`src/rtl/cg_rr_arbiter.sv`:
```
// cg_rr_arbiter: round-robin arbiter with grant hold.
// A winner is picked with a rotating-priority search (masked priority encode
// with unmasked fallback). The owner keeps the grant until it releases, drops
// its request, or reaches MAX_HOLD cycles of tenure. All outputs are registered.
//
// Handshake: i_req[k] is a level held high while requester k wants the
// resource; the grant o_gnt[k] appears the cycle after the request is first
// sampled, and the owner ends its tenure by dropping i_req[k] or pulsing
// i_release in its last cycle of use. i_release is ignored while idle.
module cg_rr_arbiter #(
  parameter int N_REQ    = 4,
  parameter int MAX_HOLD = 0,
  parameter int IDX_W    = $clog2(N_REQ)
) (
  input  logic             i_clk,
  input  logic             i_rst_n,
  input  logic [N_REQ-1:0] i_req,
  input  logic             i_release,
  output logic [N_REQ-1:0] o_gnt,
  output logic [IDX_W-1:0] o_gnt_index,
  output logic             o_busy,
  output logic             o_state
);

  localparam int HOLD_W = (MAX_HOLD == 0) ? 1 : $clog2(MAX_HOLD + 1);
  localparam logic [HOLD_W-1:0] HOLD_MAX  = HOLD_W'(MAX_HOLD);
  localparam logic [IDX_W-1:0]  LAST_IDX  = IDX_W'(N_REQ - 1);
  localparam logic [HOLD_W-1:0] HOLD_ONE  = HOLD_W'(1);

  typedef enum logic {
    IDLE = 1'b0,
    BUSY = 1'b1
  } state_t;

  state_t            state;
  logic [IDX_W-1:0]  ptr;
  logic [HOLD_W-1:0] hold_cnt;

  logic [N_REQ-1:0]  mask;
  logic [N_REQ-1:0]  masked_req;
  logic [IDX_W-1:0]  win_idx;
  logic              win_valid;
  logic [N_REQ-1:0]  win_onehot;
  logic [IDX_W-1:0]  nxt_ptr;
  logic              hold_hit;
  logic              rel_cond;

  // Lowest set bit of vec wins; returns 0 for an all-zero vector.
  function automatic logic [IDX_W-1:0] cg_priority_encoder(input logic [N_REQ-1:0] vec);
    logic [IDX_W-1:0] idx;
    idx = '0;
    for (int i = N_REQ - 1; i >= 0; i--) begin
      if (vec[i]) idx = IDX_W'(i);
    end
    return idx;
  endfunction

  assign o_state = state;

  // Rotating-priority winner search and release decision for the current cycle.
  always_comb begin
    mask       = '0;
    win_onehot = '0;
    for (int i = 0; i < N_REQ; i++) begin
      mask[i] = (IDX_W'(i) >= ptr);
    end
    masked_req = i_req & mask;
    win_valid  = |i_req;
    if (|masked_req) win_idx = cg_priority_encoder(masked_req);
    else             win_idx = cg_priority_encoder(i_req);
    win_onehot[win_idx] = 1'b1;
    // Explicit wrap so non-power-of-2 N_REQ never lands on an unused index.
    nxt_ptr  = (win_idx == LAST_IDX) ? '0 : win_idx + IDX_W'(1);
    hold_hit = (MAX_HOLD != 0) && (hold_cnt == HOLD_MAX);
    rel_cond = !i_req[o_gnt_index] || i_release || hold_hit;
  end

  // Single-process FSM: owner, rotation pointer, tenure counter and outputs.
  always_ff @(posedge i_clk or negedge i_rst_n) begin
    if (!i_rst_n) begin
      state       <= IDLE;
      ptr         <= '0;
      hold_cnt    <= '0;
      o_gnt       <= '0;
      o_gnt_index <= '0;
      o_busy      <= 1'b0;
    end else begin
      case (state)
        IDLE: begin
          if (win_valid) begin
            state       <= BUSY;
            o_gnt       <= win_onehot;
            o_gnt_index <= win_idx;
            o_busy      <= 1'b1;
            hold_cnt    <= HOLD_ONE;
            ptr         <= nxt_ptr;
          end
        end
        BUSY: begin
          if (rel_cond) begin
            if (win_valid) begin
              // Back-to-back handover; ptr already points past the old owner.
              o_gnt       <= win_onehot;
              o_gnt_index <= win_idx;
              o_busy      <= 1'b1;
              hold_cnt    <= HOLD_ONE;
              ptr         <= nxt_ptr;
            end else begin
              state       <= IDLE;
              o_gnt       <= '0;
              o_gnt_index <= '0;
              o_busy      <= 1'b0;
              hold_cnt    <= '0;
            end
          end else if ((MAX_HOLD != 0) && (hold_cnt != HOLD_MAX)) begin
            hold_cnt <= hold_cnt + HOLD_ONE;
          end
        end
        default: begin
          state       <= IDLE;
          o_gnt       <= '0;
          o_gnt_index <= '0;
          o_busy      <= 1'b0;
        end
      endcase
    end
  end

  // Structural invariants of the registered grant outputs.
  a_gnt_onehot: assert property (@(posedge i_clk) disable iff (!i_rst_n) $onehot0(o_gnt));
  a_busy_match: assert property (@(posedge i_clk) disable iff (!i_rst_n) o_busy == (|o_gnt));

endmodule

```
`config.mk`:
```
export PLATFORM = sky130hd
export DESIGN_NAME = cg_rr_arbiter
export DESIGN_NICKNAME = d
export VERILOG_FILES = /design/src/rtl/cg_rr_arbiter.sv
export SDC_FILE = /design/constraint.sdc
export NUM_CORES = 1
export LEC_CHECK = 0
export ABC_CLOCK_PERIOD_IN_PS = 5500
export BUFFER_PORTS_ARGS = -buffer_cell sky130_fd_sc_hd__buf_2
export CAP_MARGIN = 15
export CORE_AREA = 4 4 41 43
export DETAILED_ROUTE_END_ITERATION = 8
export DIE_AREA = 0 0 45 47
export GPL_TIMING_DRIVEN = 0
export PLACE_DENSITY = 0.69
export SYNTH_ARGS = -nofsm -noshare
export SYNTH_HDL_FRONTEND = slang
export SYNTH_SLANG_ARGS = --single-unit
```
`constraint.sdc`:
```
create_clock -name i_clk -period 5.5 [get_ports i_clk]
set_clock_uncertainty 0.1 [all_clocks]
set_input_delay 1.1 -clock i_clk [delete_from_list [all_inputs] [get_ports i_clk]]
set_output_delay 1.1 -clock i_clk [all_outputs]
set_load 0.05 [all_outputs]
```
-- Yosys cells after proc, flatten, opt, wreduce, memory -nomap -nowiden
Cells that the tools add are included.
Widths: inputs -> output; s select.
- flip-flop bits (word level): 10
- input bits: 7
- logic and storage cells: 55
- add/subtract/negate cells: 1
- magnitude comparators: 7
- equal/unequal tests: 3
- multiplexer cells: 31
- bitwise logic cells: 2
- reductions and logical operators: 6
- operators by type and width (kind ; count):
    $mux 2 ; 15
    $mux 4 ; 3
    $pmux 2 s2 ; 2
    $pmux 4 s2 ; 1
    $reduce_or 4->1 ; 2
    $lt 2x3->1 const B ; 2
    $mux 1 ; 6
    $and 4x4->4 ; 1
    $ge 1x2->1 const A ; 2
    $ge 2x2->1 const A ; 2
    $pmux 1 s2 ; 2
    $add 2x1->2 const B ; 1
    $bmux 1 s2 ; 1
    $demux 1 s2 ; 1
    $eq 2x2->1 const B ; 1
    $ge 2x1->1 const B ; 1
    $ne 2x1->1 const B ; 1
    $ne 2x2->1 const B ; 1
    $reduce_and 2->1 ; 1
    $logic_and 1x1->1 ; 1
    $logic_not 1->1 ; 1
    $logic_or 1x1->1 ; 1
    $not 1->1 ; 1

-- Longest topological paths before layout
Gate-level depths: netlist (run 1).
- depth in word-level cells: 14
- gate-level depth with buffers: 6

-- Worst setup path before layout (run 1)
No wires, ideal clock.
- path kind: input-to-reg
- start point: input port i_req[1]
- end point: register o_gnt[1]
- library setup time: 0.121 ns
- arrival: 2.256 ns
- slack: 3.023 ns
- stages on the path: 5
- path buffers: 0
- cells stage by stage: mux2_2 o221ai_1 inv_1 ha_1 a22o_2
- word-level cells in the longest chain between the ends: 11
- ends and longest elaborated chain (item ; RTL line ; source):
    from (decl) ; 17 ; input logic [N_REQ-1:0] i_req,
    $and 4x4->4 ; 67 ; masked_req = i_req & mask;
    $mux 2 (2 in series) ; 53 ; if (vec[i]) idx = IDX_W'(i);
    $mux 2 ; 69 ; if (|masked_req) win_idx = cg_priority_encoder(masked_req);
    $lt 2x3->1 (implied by the code) or $ge 2x1->1 (tied branches) ; 71 ; win_onehot[win_idx] = 1'b1;
    $logic_and 1x1->1 (implied by the code) ; 71 ;
    $mux 1 (implied by the code) ; 71 ;
    $demux 1 s2 ; 71 ;
    $mux 4 ; 101 ; if (win_valid) begin
    $mux 4 ; 100 ; if (rel_cond) begin
    $pmux 4 s2 ; 88 ; case (state)
    to (signal assigned) ; 92 ; o_gnt <= win_onehot;
    to (signal assigned) ; 103 ; o_gnt <= win_onehot;
    to (decl) ; 19 ; output logic [N_REQ-1:0] o_gnt,
Several ways; a longest one is shown, not always the timed one. The select of a mux whose other input is x is not followed.
A chain may end at the register's enable or synchronous reset.

-- Worst setup path after layout (run 1)
Ends and elaborated chain as after synthesis.

==> results of run 1 <==
-- registers in the layout, indices dropped and copies added, names as in the netlist --
name,count
ptr,2
o_busy,1
o_state,1
o_gnt_index,2
o_gnt,4
-- kinds of logic (layout without fill, tap and decap cells) --
| logic type | after synthesis | after routing | synth area share [%] |
|---|---|---|---|
| AOI/OAI and AO/OA | 17 | 17 | 26.01 |
| adders and majority gates | 4 | 4 | 8.457 |
| buffers and inverters | 5 | 22 | 3.172 |
| DFF | 10 | 10 | 42.28 |
| muxes | 3 | 3 | 6.341 |
| and+or+nand+nor | 12 | 12 | 13.74 |
-- worst max-delay path by stage --
stage | to | slack (ps) | startpoint | cells past startpoint
3_5_place_dp | o_gnt[1]$_DFFE_PN0P_ | 2710 | i_req[1] | 6
2_1_floorplan | o_gnt[1]$_DFFE_PN0P_ | 3020 | i_req[1] | 5
6_report | o_gnt[1]$_DFFE_PN0P_ | 2950 | i_req[1] | 6
3_3_place_gp | o_gnt[1]$_DFFE_PN0P_ | 2750 | i_req[1] | 6
5_1_grt | o_gnt[1]$_DFFE_PN0P_ | 2850 | i_req[3] | 7
4_1_cts | o_gnt[1]$_DFFE_PN0P_ | 2990 | i_req[1] | 6
-- power groups by stage --
stage	logic (mW)	registers (mW)	clock network [mW]
global placement	0.238	0.133	0
finish	0.238	0.132	0.0468
global route	0.258	0.138	0.0548
CTS	0.241	0.133	0.0503
floorplan	0.108	0.213	0
detailed placement	0.240	0.134	0
-- area by class of cell --
cell class / count / area, µm² / share of cell area (%)
Clock buffer: 3 / 22.52 / 3.203
Inverter: 5 / 18.77 / 2.669
Multi-Input combinational cell: 36 / 322.8 / 45.91
Sequential cell: 10 / 250.2 / 35.59
Tap cell: 15 / 18.77 / 2.669
Timing Repair Buffer: 14 / 70.07 / 9.964
-- cells in the final DEF (no fill, tap or decap), drive strengths merged --
cell / netlist / routed
clkbuf: 0 / 3
o21ai: 3 / 3
inv: 5 / 5
nor2: 3 / 3
o221ai: 1 / 1
nor2b: 1 / 1
a22oi: 1 / 1
a21oi: 2 / 2
nor3b: 1 / 1
nand2: 3 / 3
a221oi: 2 / 2
ha: 4 / 4
a21o: 2 / 2
and3b: 1 / 1
dfrtp: 10 / 10
mux2: 3 / 3
nor4: 1 / 1
nand3b: 1 / 1
a22o: 5 / 5
a21boi: 1 / 1
buf: 0 / 14
or3b: 1 / 1
-- per-layer routing --
metal  track usage [%]  wire (µm)
met1             14.66        527
met2             19.49        497
met3             7.280         55
met4             3.509         12
met5                 0          0
-- through the flow --
step	cells	utilization, %
finish	83	54.04
global route	83	54.04
CTS	83	54.04
detailed placement	80	52.31
global placement	80	52.31
floorplan	51	-
-- critical path, stage by stage --
cell	delay (ps)
buf_2	130
mux2_2	260
o221ai_1	470
inv_1	160
ha_1	240
a22o_2	230
==> metrics.md, run 1 <==
| Metric | Value |
|---|---|
| Clock power frac | 11.2% |
| Max-Cap Viols | 0 |
| Sw power | 0.2037 mW |
| Worst Setup Start Kind | primary input |
| PnR Total Power | 0.4172 mW |
| Num Clock Sinks | 10 |
| Kind of critical path | in2reg |
| Mapped cell area | 591.8 µm² |
| Hold_ws | 379.3 ps |
| Worst Setup End Kind | register |
| Fraction of registers with async set/reset | 100.0% |
| I/O pin cnt | 15 |
| Antenna Cells | 0 |
| RSZ-0062 raised after global routing | false |
| Worst vdd rail ir drop | 280.3 µV |
| Slew @ Worst Pin | 605.6 ps |
| R2R cell count | 5 |
| Post-Layout Inst Area | 703.2 µm² |
| First-pass GRT wire length | 1849 µm |
| Post-CTS Hold Buffers | 0 |
| Antenna viol nets, final | 0 |
| Post-CTS Setup Bufs | 0 |
| Arr. time, crit path | 2590 ps |
| Flop-to-flop setup slack | 3390 ps |
| Combinational power share | 57.1% |
| Gate count of the mapped netlist | 51 |
| Placed standard-cell area | 680.7 µm² |
| YS warnings | 0 |
| Syn_area_per_cell | 11.60 µm² |
| Post-Syn Nets | 62 |
| Leak | 0.3487 nW |
| Rel. slew slack | 59.63% |
| Vias in the first global route | 436 |
| Largest net degree at the start of global routing | 11 |
| Initial antenna violation count | 0 |
| Root Driver | clkbuf_4 |
| Top-count cell post-synth | dfrtp_1 |
| CTS buffer count | 3 |
| Finish-stage setup viols | 0 |
| Chip Width | 45 µm |
| Hold Crit Depth | 1 |
| Clk slew on worst S/H paths | 60 ps |
| Grt ovf | 0 |
| CTS max path bufs | 2 |
| Status | completed |
| Routed len/inst | 13.16 µm |
| DP HPWL | 854.2 µm |
| CTS tree | done |
| Flops & latches, synth | 10 |
| Final Hold Fails | 0 |
| Yosys top cell by area | dfrtp_1 |
| Synth top area share | 42.28% |
| Cts repair resizes | 0 |
| Main synth FF type | dfrtp_1 |
| P&R area growth vs syn | 18.82% |
| Pins over their slew limit | 0 |
| # rows | 13 |
| Post-synthesis sequential area ratio | 42.28% |
| DR DRC count | 0 |
| Commonest cells in the netlist | dfrtp_1 (10), a22o_2 (5), inv_1 (5) |
| Synth top area cells | dfrtp_1 (42%), a22o_2 (8.5%), ha_1 (8.5%) |
| Cell variety after synth | 24 |
| DP Worst Slack | 2713 ps |
| Port Buffer Count | 14 |
| Type of the worst min-delay path | reg2reg |
| Tmin final | 2547 ps |
| Sequential Power Share | 31.7% |
| Nets@finish | 81 |
| Layout cells sized above 1 | 45.59% |
| Cell Int Power | 0.2135 mW |
| Period utilisation layout | 46.31% |
| Vias/cell | 5.349 |
| Reg2reg start | ptr[1]$_DFFE_PN0P_ |
| Worst Path Max Fanout | 6 |
| Die H | 47 µm |
| Vias | 444 |
| Fillcell total | 125 |
| Hold path endpoint | o_busy$_DFFE_PN0P_ |
| Required @ worst endpoint | 5540 ps |
| PD cells | 593.3 nW/µm² |
| Die ar. | 2115 µm² |
| Total Wirelength | 1092 µm |
| TritonRoute pass-1 iters | 3 |
| CORE AREA | 1301 µm² |
| Setup ws final | 2953 ps |
| H-tree levels | 1 |
| Routability cong. | 0.7120 |
| Clock Latency Late Sink | 260 ps |
| Switching Fraction | 48.83% |
| R2R Path End | o_gnt[1]$_DFFE_PN0P_ |
| All-Layer GR Usage | 12.49% |
| Setup TNS Final | 0 ps |
| Peak Freq | 0.3926 GHz |
| DRT iter0 DRCs | 6 |
| Post-synth EDFFs | 0 |
| Initial Utilization | 45.48% |
| Worst hold start | o_busy$_DFFE_PN0P_ |
No activity file was read; power rests on OpenSTA's default activity.
==> inputs of run 2 (changes only) <==
--- a/config.mk
+++ b/config.mk
@@ -5,7 +5,7 @@
 export SDC_FILE = /design/constraint.sdc
 export NUM_CORES = 1
 export LEC_CHECK = 0
-export ABC_CLOCK_PERIOD_IN_PS = 5500
+export ABC_CLOCK_PERIOD_IN_PS = 2400
 export BUFFER_PORTS_ARGS = -buffer_cell sky130_fd_sc_hd__buf_2
 export CAP_MARGIN = 15
 export CORE_AREA = 4 4 41 43
==> constraint.sdc (replaced) <==
create_clock -name i_clk -period 2.4 [get_ports i_clk]
set_clock_uncertainty 0.1 [all_clocks]
set_input_delay 0.48 -clock i_clk [delete_from_list [all_inputs] [get_ports i_clk]]
set_output_delay 0.48 -clock i_clk [all_outputs]
set_load 0.05 [all_outputs]
==> metrics.md, run 2 (synthesis gave the netlist of run 1 again) <==
| Metric | Value |
|---|---|
| CTS tree | done |
| DP HPWL | 854.2 µm |
| Largest net degree at the start of global routing | 11 |
| DR DRC count | 0 |
| Vias/cell | 5.310 |
| R2R Path End | o_gnt[1]$_DFFE_PN0P_ |
| Fillcell total | 124 |
| Period utilisation layout | 87.84% |
| Switching Fraction | 48.79% |
| R2R cell count | 5 |
| Cts repair resizes | 0 |
| Setup TNS Final | 0 ps |
| Worst Path Max Fanout | 7 |
| # rows | 13 |
| Vias | 446 |
| Clock Latency Late Sink | 260 ps |
| Chip Width | 45 µm |
| Die ar. | 2115 µm² |
| Tmin final | 2108 ps |
| Sequential Power Share | 31.6% |
| CTS buffer count | 3 |
| Combinational power share | 57.1% |
| Root Driver | clkbuf_4 |
| Setup ws final | 291.8 ps |
| Reg with most FFs | o_gnt |
| Worst hold start | o_busy$_DFFE_PN0P_ |
| Kind of critical path | reg2reg |
| Post-Layout Inst Area | 713.2 µm² |
| Max reg flops | 4 |
| Routability cong. | 0.7120 |
| Port Buffer Count | 14 |
| CTS max path bufs | 2 |
| H-tree levels | 1 |
| Peak Freq | 0.4743 GHz |
| I/O pin cnt | 15 |
| Num Clock Sinks | 10 |
| Layout cells sized above 1 | 44.93% |
| Hold Crit Depth | 1 |
| Antenna viol nets, final | 0 |
| Final Hold Fails | 0 |
| All-Layer GR Usage | 12.57% |
| Routed len/inst | 13.04 µm |
| DRT iter0 DRCs | 6 |
| RSZ-0062 raised after global routing | false |
| Worst vdd rail ir drop | 642.3 µV |
| Initial Utilization | 45.48% |
| Post-CTS Hold Buffers | 1 |
| Pins over their slew limit | 0 |
| Hold_ws | 379.3 ps |
| Sw power | 0.4671 mW |
| Finish-stage setup viols | 0 |
| Vias in the first global route | 439 |
| Post-CTS Setup Bufs | 0 |
| Arr. time, crit path | 2150 ps |
| Placed standard-cell area | 680.7 µm² |
| Nets@finish | 82 |
| Rel. slew slack | 59.63% |
| PD cells | 1342 nW/µm² |
| Max-Cap Viols | 0 |
| Worst Setup Start Kind | register |
| Required @ worst endpoint | 2440 ps |
| P&R area growth vs syn | 20.51% |
| Reg2reg start | ptr[1]$_DFFE_PN0P_ |
| Grt ovf | 0 |
| Non-filler cells in the finished layout | 84 |
| Initial antenna violation count | 0 |
| Clk slew on worst S/H paths | 60 ps |
| Leak | 0.3528 nW |
| Type of the worst min-delay path | reg2reg |
| Most common cell after layout, fill and taps aside | buf_2 |
| Cell Int Power | 0.4903 mW |
| Most frequent cells in the layout | buf_2 (14), dfrtp_1 (10), inv_1 (5), a22o_2 (5), ha_1 (4) |
| DP Worst Slack | 233.2 ps |
| Placed cell count | 80 |
| TritonRoute pass-1 iters | 3 |
| Slew @ Worst Pin | 605.6 ps |
| Status | completed |
| Hold path endpoint | o_busy$_DFFE_PN0P_ |
| First-pass GRT wire length | 1863 µm |
| Top Registers | o_gnt x4, o_gnt_index x2, ptr x2 |
| Die H | 47 µm |
| Worst Setup End Kind | register |
| Clock power frac | 11.2% |
| Antenna Cells | 0 |
| Flop-to-flop setup slack | 290 ps |
| Total Wirelength | 1095 µm |
| CORE AREA | 1301 µm² |
[run 2: cell count changes in the layout (fill, tap and decap cells not counted), sizes merged]
cell and change:
dlygate4sd3 +1
[run 2: routing by layer]
layer  track usage [%]  wire [µm]  vias up
met4             3.509         12        0
li1                  -          -      231
met5                 0          0        -
met1             14.89        531      204
met2             19.49        497        9
met3             7.280         55        2
[run 2: layout make-up]
class	count	area, µm²	share of cell area [%]
Timing Repair Buffer	15	80.08	11.23
Multi-Input combinational cell	36	322.8	45.26
Sequential cell	10	250.2	35.09
Clock buffer	3	22.52	3.158
Tap cell	15	18.77	2.632
Inverter	5	18.77	2.632
[run 2: critical path, stage by stage, from the launching register on]
cell	delay, ps
dfrtp_1	440
mux2_2	350
o221ai_1	470
inv_1	160
ha_1	240
a22o_2	230
[run 2: stage by stage]
stage / util [%] / total power [mW]
2_1_floorplan: - / 0.7355
3_3_place_gp: 52.31 / 0.8485
3_5_place_dp: 52.31 / 0.8569
4_1_cts: 54.81 / 0.9723
5_1_grt: 54.81 / 1.034
6_report: 54.81 / 0.9574
[run 2: worst max path at each step]
stage | slack, ps | endpoint | startpoint
after CTS | 310 | o_gnt[1]$_DFFE_PN0P_ | ptr[1]$_DFFE_PN0P_
after global placement | 270 | o_gnt[1]$_DFFE_PN0P_ | i_req[1]
final | 290 | o_gnt[1]$_DFFE_PN0P_ | ptr[1]$_DFFE_PN0P_
after detailed placement | 230 | o_gnt[1]$_DFFE_PN0P_ | i_req[1]
after floorplan | 470 | ptr[0]$_DFFE_PN0P_ | o_gnt_index[0]$_DFFE_PN0P_
after global routing | 180 | o_gnt[1]$_DFFE_PN0P_ | ptr[1]$_DFFE_PN0P_
[run 2: power by group through the flow]
stage	combinational (mW)	clock, mW	sequential, mW
floorplan	0.248	0	0.488
finish	0.547	0.107	0.303
global route	0.593	0.126	0.315
global placement	0.545	0	0.304
CTS	0.553	0.115	0.304
detailed placement	0.550	0	0.307
==> inputs of run 3 (changes only) <==
--- a/config.mk
+++ b/config.mk
@@ -8,10 +8,11 @@
 export ABC_CLOCK_PERIOD_IN_PS = 2400
 export BUFFER_PORTS_ARGS = -buffer_cell sky130_fd_sc_hd__buf_2
 export CAP_MARGIN = 15
-export CORE_AREA = 4 4 41 43
+export CORE_AREA = 2 2 39 41
 export DETAILED_ROUTE_END_ITERATION = 8
-export DIE_AREA = 0 0 45 47
+export DIE_AREA = 0 0 41 43
 export GPL_TIMING_DRIVEN = 0
+export MAX_ROUTING_LAYER = met4
 export PLACE_DENSITY = 0.69
 export SYNTH_ARGS = -nofsm -noshare
 export SYNTH_HDL_FRONTEND = slang
==> metrics.md, run 3 (synthesis gave the netlist of run 1 again) <==
| Metric | Value |
|---|---|
| Total Wirelength | 1035 µm |
| CORE AREA | 1384 µm² |
| Met3 wire length | 30 µm |
| Required @ worst endpoint | 2450 ps |
| DR DRC count | 0 |
| Critical path, cell by cell | mux2_2 -> o221ai_1 -> inv_1 -> ha_1 -> a22o_2 |
| Largest net degree at the start of global routing | 11 |
| Vias | 436 |
| DRT iter0 DRCs | 0 |
| Vias in the first global route | 406 |
| Arr. time, crit path | 2090 ps |
| Reg with most FFs | o_gnt |
| CTS tree | done |
| Clk slew on worst S/H paths | 70 ps |
| DP HPWL | 781.6 µm |
| H-tree levels | 1 |
| Routed len/inst | 12.18 µm |
| # rows | 14 |
| Vias/cell | 5.129 |
| Clock Latency Late Sink | 250 ps |
| Worst Setup Start Kind | register |
| All-Layer GR Usage | 14.58% |
| Max-Cap Viols | 0 |
| Worst vdd rail ir drop | 557.4 µV |
| Routability cong. | 0.7752 |
| Status | completed |
| Setup ws final | 363.2 ps |
| Num Clock Sinks | 10 |
| CTS max path bufs | 2 |
| Tmin final | 2037 ps |
| R2R cell count | 5 |
| Top Registers | o_gnt x4, o_gnt_index x2, ptr x2 |
| Initial Utilization | 42.77% |
| Finish-stage setup viols | 0 |
| R2R Path End | o_gnt[1]$_DFFE_PN0P_ |
| Flop-to-flop setup slack | 360 ps |
| Hold Crit Depth | 1 |
| Max reg flops | 4 |
| DR top layer | met3 |
| Post-CTS Setup Bufs | 0 |
| Critical Path Max Stage Delay | 450 ps |
| Slowest-stage cell, CP | o221ai_1 |
| Chip Width | 41 µm |
| Nets@finish | 82 |
| I/O pin cnt | 15 |
| Worst hold start | o_busy$_DFFE_PN0P_ |
| Most frequent cells in the layout | buf_2 (14), dfrtp_1 (10), inv_1 (5), a22o_2 (5), ha_1 (4) |
| PnR Total Power | 0.9571 mW |
| Kind of critical path | reg2reg |
| Worst Path Max Fanout | 7 |
| Worst Setup End Kind | register |
| Antenna Cells | 0 |
| Grt ovf | 0 |
| Layout cells sized above 1 | 44.93% |
| Initial antenna violation count | 0 |
| Slew @ Worst Pin | 556.7 ps |
| PD cells | 1340 nW/µm² |
| Die H | 43 µm |
| Root Driver | clkbuf_4 |
| Final Hold Fails | 0 |
| Leak | 0.3528 nW |
| Pins over their slew limit | 0 |
| First-pass GRT wire length | 1697 µm |
| M1 WL | 496 µm |
| Type of the worst min-delay path | reg2reg |
| Reg2reg start | ptr[1]$_DFFE_PN0P_ |
| Rel. slew slack | 62.89% |
| Met2 wire length | 508 µm |
| TritonRoute pass-1 iters | 1 |
| Setup TNS Final | 0 ps |
| Peak Freq | 0.4910 GHz |
| RSZ-0062 raised after global routing | false |
| P&R area growth vs syn | 20.72% |
| Period utilisation layout | 84.87% |
| CTS buffer count | 3 |
| Cts repair resizes | 0 |
| Hold path endpoint | o_busy$_DFFE_PN0P_ |
| Antenna viol nets, final | 0 |
| Most common cell after layout, fill and taps aside | buf_2 |
| Die ar. | 1763 µm² |
| Port Buffer Count | 14 |
| DP Worst Slack | 255.4 ps |
run 3: cell counts in the layout (fill, tap and decap cells not counted):
No cell type changed its count.
run 3: critical path: cells and delay by family (launching register included):
family	cells	cell delay, ps
flops	1	430
compound gates	2	680
fa+ha+maj	1	220
buf+inv	1	130
mux	1	350
run 3: where the power goes:
group          leakage, nW  switching (mW)  internal (mW)
Combinational        0.221           0.350          0.192
Sequential           0.118          0.0633          0.240
Clock               0.0138          0.0542         0.0577
Total                0.353           0.467          0.490
run 3: timing repair:
| action | in CTS | in global routing |
|---|---|---|
| endpoints found under the hold margin | 10 | 0 |
| hold buffers | 1 | 0 |
| endpoints found under the setup margin | 0 | 0 |
run 3: worst max-delay path by stage:
stage / slack, ps / cells past startpoint / startpoint / end
global placement: 260 / 6 / i_req[1] / o_gnt[1]$_DFFE_PN0P_
global route: 230 / 5 / ptr[1]$_DFFE_PN0P_ / o_gnt[1]$_DFFE_PN0P_
CTS: 350 / 5 / ptr[1]$_DFFE_PN0P_ / o_gnt[1]$_DFFE_PN0P_
detailed placement: 260 / 6 / i_req[1] / o_gnt[1]$_DFFE_PN0P_
floorplan: 470 / 4 / o_gnt_index[0]$_DFFE_PN0P_ / ptr[0]$_DFFE_PN0P_
finish: 360 / 5 / ptr[1]$_DFFE_PN0P_ / o_gnt[1]$_DFFE_PN0P_
run 3: per-stage QoR:
stage                     instances  hold slack [ps]  instance area (µm²)  util (%)
after detailed placement         81            248.9                681.9     49.28
final                            85            379.0                714.4     51.63
after floorplan                  51            84.41                591.8         -
after global routing             85            412.0                714.4     51.63
after CTS                        85            390.9                714.4     51.63
after global placement           81            244.7                681.9     49.28
run 3: layout make-up:
class                      count  area (µm²)
timing repair buffer          15       80.08
fill                         125       669.4
sequential                    10       250.2
tap                           16       20.02
inverter                       5       18.77
clock buffer                   3       22.52
multi-input combinational     36       322.8
run 3: layer usage:
metal	vias to the layer above	track usage (%)
met1	204	19.06
met2	7	21.25
li1	225	-
met4	0	6.000
met3	0	3.141
met5	-	-
